`config.mk`:
```
export PLATFORM = sky130hd
export DESIGN_NAME = cff_unit
export DESIGN_NICKNAME = d
export VERILOG_FILES = /design/src/rtl/cff_unit.sv
export SDC_FILE = /design/constraint.sdc
export NUM_CORES = 1
export LEC_CHECK = 0
export ABC_AREA = 0
export BUFFER_PORTS_ARGS = -buffer_cell sky130_fd_sc_hd__buf_2
export CAP_MARGIN = 20
export CORE_UTILIZATION = 50
export DETAILED_ROUTE_END_ITERATION = 12
export GPL_TIMING_DRIVEN = 0
export PLACE_DENSITY = 0.73
export SLEW_MARGIN = 20
export SYNTH_ARGS = -nofsm -noshare
export SYNTH_HDL_FRONTEND = slang
export SYNTH_SLANG_ARGS = --single-unit
```
`constraint.sdc`:
```
create_clock -name clk -period 6.55 [get_ports clk]
set_clock_uncertainty 0.15 [all_clocks]
set_input_delay 1.31 -clock clk [delete_from_list [all_inputs] [get_ports clk]]
set_output_delay 1.31 -clock clk [all_outputs]
set_load 0.005 [all_outputs]
```
`src/rtl/cff_unit.sv`:
```
// cff_unit: condition-code flag unit.
// Evaluates a 3-bit condition (taken from IR) over one or two BUS operands
// and registers the 1-bit result in flag.
//   Unary conds (0xx) resolve on the start edge.
//   Binary conds (1xx) latch A on start, then wait in WAIT_B for op_valid
//   carrying B. The wait aborts after TIMEOUT idle cycles.
// Ports:
//   clk, rst_n       clock, async active-low reset
//   BUS[WIDTH-1:0]   operand A on start, operand B on op_valid
//   IR[31:0]         instruction register; cond = IR[COND_LSB+2:COND_LSB]
//   start            begin evaluation
//   op_valid         operand B present (only honoured in WAIT_B)
//   clear            synchronous cancel; flag forced to 0
//   flag, flag_n     registered result and its complement
//   busy             high while waiting for operand B
//   done             1-cycle pulse after the edge that loads flag
//   timeout          1-cycle pulse after the edge that aborts WAIT_B
module cff_unit #(
  parameter int WIDTH    = 32,
  parameter int COND_LSB = 19,
  parameter int TIMEOUT  = 15
) (
  input  logic             clk,
  input  logic             rst_n,
  input  logic [WIDTH-1:0] BUS,
  input  logic [31:0]      IR,
  input  logic             start,
  input  logic             op_valid,
  input  logic             clear,
  output logic             flag,
  output logic             flag_n,
  output logic             busy,
  output logic             done,
  output logic             timeout
);

  typedef enum logic {IDLE = 1'b0, WAIT_B = 1'b1} state_t;

  localparam logic [7:0] TO = 8'(TIMEOUT);

  state_t           state, state_d;
  logic [WIDTH-1:0] a_q, a_d;
  logic [2:0]       cond_q, cond_d;
  logic [7:0]       cnt, cnt_d;
  logic             flag_d, done_d, to_d;
  logic [2:0]       cond;

  assign cond = IR[COND_LSB+2:COND_LSB];

  // Only the condition field of IR is consumed.
  logic unused_ir;
  assign unused_ir = ^IR;

  function automatic logic eval(input logic [2:0] c,
                                input logic [WIDTH-1:0] a,
                                input logic [WIDTH-1:0] b);
    case (c)
      3'b000:  eval = (a == '0);
      3'b001:  eval = (a != '0);
      3'b010:  eval = ~a[WIDTH-1];
      3'b011:  eval = a[WIDTH-1];
      3'b100:  eval = (a == b);
      3'b101:  eval = (a != b);
      3'b110:  eval = ($signed(a) < $signed(b));
      default: eval = (a < b);
    endcase
  endfunction

  // Priority: clear > start > op_valid/timeout count.
  always_comb begin
    state_d = state;
    a_d     = a_q;
    cond_d  = cond_q;
    cnt_d   = cnt;
    flag_d  = flag;
    done_d  = 1'b0;
    to_d    = 1'b0;
    if (clear) begin
      state_d = IDLE;
      flag_d  = 1'b0;
      cnt_d   = '0;
    end else if (start) begin
      if (cond[2]) begin
        state_d = WAIT_B;
        a_d     = BUS;
        cond_d  = cond;
        cnt_d   = '0;
      end else begin
        state_d = IDLE;
        flag_d  = eval(cond, BUS, '0);
        done_d  = 1'b1;
      end
    end else if (state == WAIT_B) begin
      if (op_valid) begin
        state_d = IDLE;
        flag_d  = eval(cond_q, a_q, BUS);
        done_d  = 1'b1;
      end else if (cnt + 8'd1 == TO) begin
        state_d = IDLE;
        to_d    = 1'b1;
        cnt_d   = '0;
      end else begin
        cnt_d = cnt + 8'd1;
      end
    end
  end

  always_ff @(posedge clk or negedge rst_n) begin
    if (!rst_n) begin
      state   <= IDLE;
      a_q     <= '0;
      cond_q  <= '0;
      cnt     <= '0;
      flag    <= 1'b0;
      done    <= 1'b0;
      timeout <= 1'b0;
    end else begin
      state   <= state_d;
      a_q     <= a_d;
      cond_q  <= cond_d;
      cnt     <= cnt_d;
      flag    <= flag_d;
      done    <= done_d;
      timeout <= to_d;
    end
  end

  assign flag_n = ~flag;
  assign busy   = (state == WAIT_B);

endmodule

```
==> metrics.txt <==
fin crit share=51.1%; PD cells=215 nW/um^2; ant diodes=0; Core Area=5570 um^2; leakage=0.00168 uW; Initial Utilization=52.6%; Die Ht=78.6 um; Post-Syn Area=between 2000 and 3000 um^2; worst vdd ir=120 uV; setup_tns=0 ns; crit start category=input port; First-pass DRT Iterations=4; H-tree Lvls=2; die width=around 79 um; Setup violations, final=0; RSZ-0062 raised after global routing=no; port bufs=43; nature of the critical path endpoint=register; global-route wire length before repair=11,700 um; Yosys cell types=43; register area share after synthesis=40.1%; final WL=6670 um; Synth Instances=around 340; final design utilization=59.9%; CTS Hold Bufs=0; largest net degree at the start of global routing=48; Final Slew Violations=0; outcome=complete, no violations; most common cell after layout, fill and taps aside=nand2_1; Routed wire per std cell=14.5 um; grt ovf=0; area added between synthesis and finish=13.9%; Ports=74; placed instance area=about 3200 um^2; Max Clock Freq=about 0.3 GHz; synthesized flop and latch total=between 40 and 50; CTS tree=built; Post-synth EDFFs=0; share of layout cells above drive strength 1=15.5%; synth top area cells=dfrtp_1 40%, ha_1 15%, o21ai_0 8.2%; initial antenna violation count=0; Yosys top cell by area=dfrtp_1; Synth Flop Type=dfrtp_1; TritonCTS Buffers=5; hold slack=0.337 ns; routed vias/inst=5.61; kind of critical path=in -> reg; Root Buffer=clkbuf_8; First DRT Iteration DRCs=224; Crit path arrival time=3.42 ns; Clk Latency, worst-skew pair=about 0.30 ns; vias in the first global route=2,577; YS warnings=0; Synth Area per Inst=8.70 um^2; syn_nets=440; vias=2,581; Max Buffers Root-to-Sink=2; commonest non-fill, non-tap cells in the layout=49 x nand2_1, 48 x o21ai_0, 47 x dfrtp_1, 42 x buf_2, 37 x inv_1; Max transition margin=40.7%; area of the die=about 6000 um^2; Final HPWL DP=between 5000 and 6000 um; Fin. Hold Viols=0; design area=3340 um^2; clock sink total=47; Final Wtd Congestion=0.879; Final Total Pwr=slightly above 700 uW; Max Cap Viol=0; Resize count post-CTS=0; GRT Total Usage=24.6%; HP Class=reg -> reg; Routed Antenna Nets=0; Worst Path Required=6.62 ns; Nets=~500; asr flop ratio synth=100%; Worst Path Max Fanout=5; Worst Tran Pin Value=~0.9 ns; post-synth top area share=40.1%; postcts setup bufs=0; clock-pin transition on the worst setup and hold timing paths=approximately 0.080 ns; detailed-route DRC error count=0; Final min period=3.35 ns; Site Rows=27
flip-flops by register name (all words and copies together) (netlist names):
register  flops
a_q          32
busy          1
cnt           8
cond_q        3
done          1
flag          1
timeout       1
worst paths after layout:
kind | from | end | slack, ns | cells past startpoint
max | BUS[31] | flag$_DFFE_PN0P_ | 3.20 | 10
min | cnt[7]$_DFFE_PN0P_ | cnt[7]$_DFFE_PN0P_ | 0.34 | 1
max reg2reg | a_q[31]$_DFFE_PN0P_ | flag$_DFFE_PN0P_ | 3.96 | 8
min reg2reg | cnt[7]$_DFFE_PN0P_ | cnt[7]$_DFFE_PN0P_ | 0.34 | 1
max in group asynchronous | rst_n | a_q[25]$_DFFE_PN0P_ | 4.98 | 1
min in group asynchronous | rst_n | a_q[9]$_DFFE_PN0P_ | 0.85 | 1
cell families (layout without fill, tap and decap cells):
| logic type | Yosys count | after routing | synth area share (%) |
|---|---|---|---|
| simple gates | 120 | 120 | 20.1 |
| buf+inv | 45 | 96 | 6.02 |
| compound gates | 84 | 84 | 16.9 |
| fa+ha+maj | 34 | 34 | 14.5 |
| flops | 47 | 47 | 40.1 |
| mux | 5 | 5 | 1.84 |
| xor+xnor | 2 | 2 | 0.598 |
critical path: stages:
cell and delay [ns]:
buf_2 0.10, inv_1 0.07, ha_1 0.38, nand4_1 0.22, nor4_1 0.54, and3_1 0.35, nor3b_1 0.07, mux2i_1 0.14
nand3_1 0.09, a21oi_1 0.14
synthesized netlist by cell type, types with 3 or more instances:
| master | number |
|---|---|
| nor4_1 | 18 |
| nor2_1 | 15 |
| nand4_1 | 11 |
| nand2b_1 | 3 |
| dfrtp_1 | 47 |
| inv_1 | 37 |
| o21ai_0 | 48 |
| mux2_2 | 3 |
| nand2_1 | 49 |
| clkbuf_1 | 5 |
| ha_1 | 34 |
| and3_1 | 3 |
| a211oi_1 | 4 |
| a21oi_1 | 15 |
| nand3_1 | 9 |
stage by stage:
step                      worst slack (ns)  instances
after floorplan                       3.51        337
after global placement                2.97        452
after detailed placement              2.90        452
after CTS                             3.20        460
after global routing                  2.90        460
final                                 3.20        460
metal layers:
metal	track usage, %	vias up	part of all wire [%]
met5	0	-	0
met3	5.81	10	4.2
met2	40.6	59	47
li1	-	1300	-
met4	6.30	0	1.1
met1	32.1	1212	47
cell type report:
class,instances,area (um^2)
Clock buffer,8,100
Tap cell,72,90.1
Buffer,8,37.5
Inverter,37,139
Sequential cell,47,1180
Multi-Input combinational cell,245,1580
Timing Repair Buffer,43,218
Fill cell,520,2230
report_power, final:
| group | switching [uW] | internal [uW] |
|---|---|---|
| Clock | 97.6 | 96.5 |
| Combinational | 92.8 | 73.9 |
| Sequential | 32.3 | 325 |
Power figures use the tool's default switching activity.
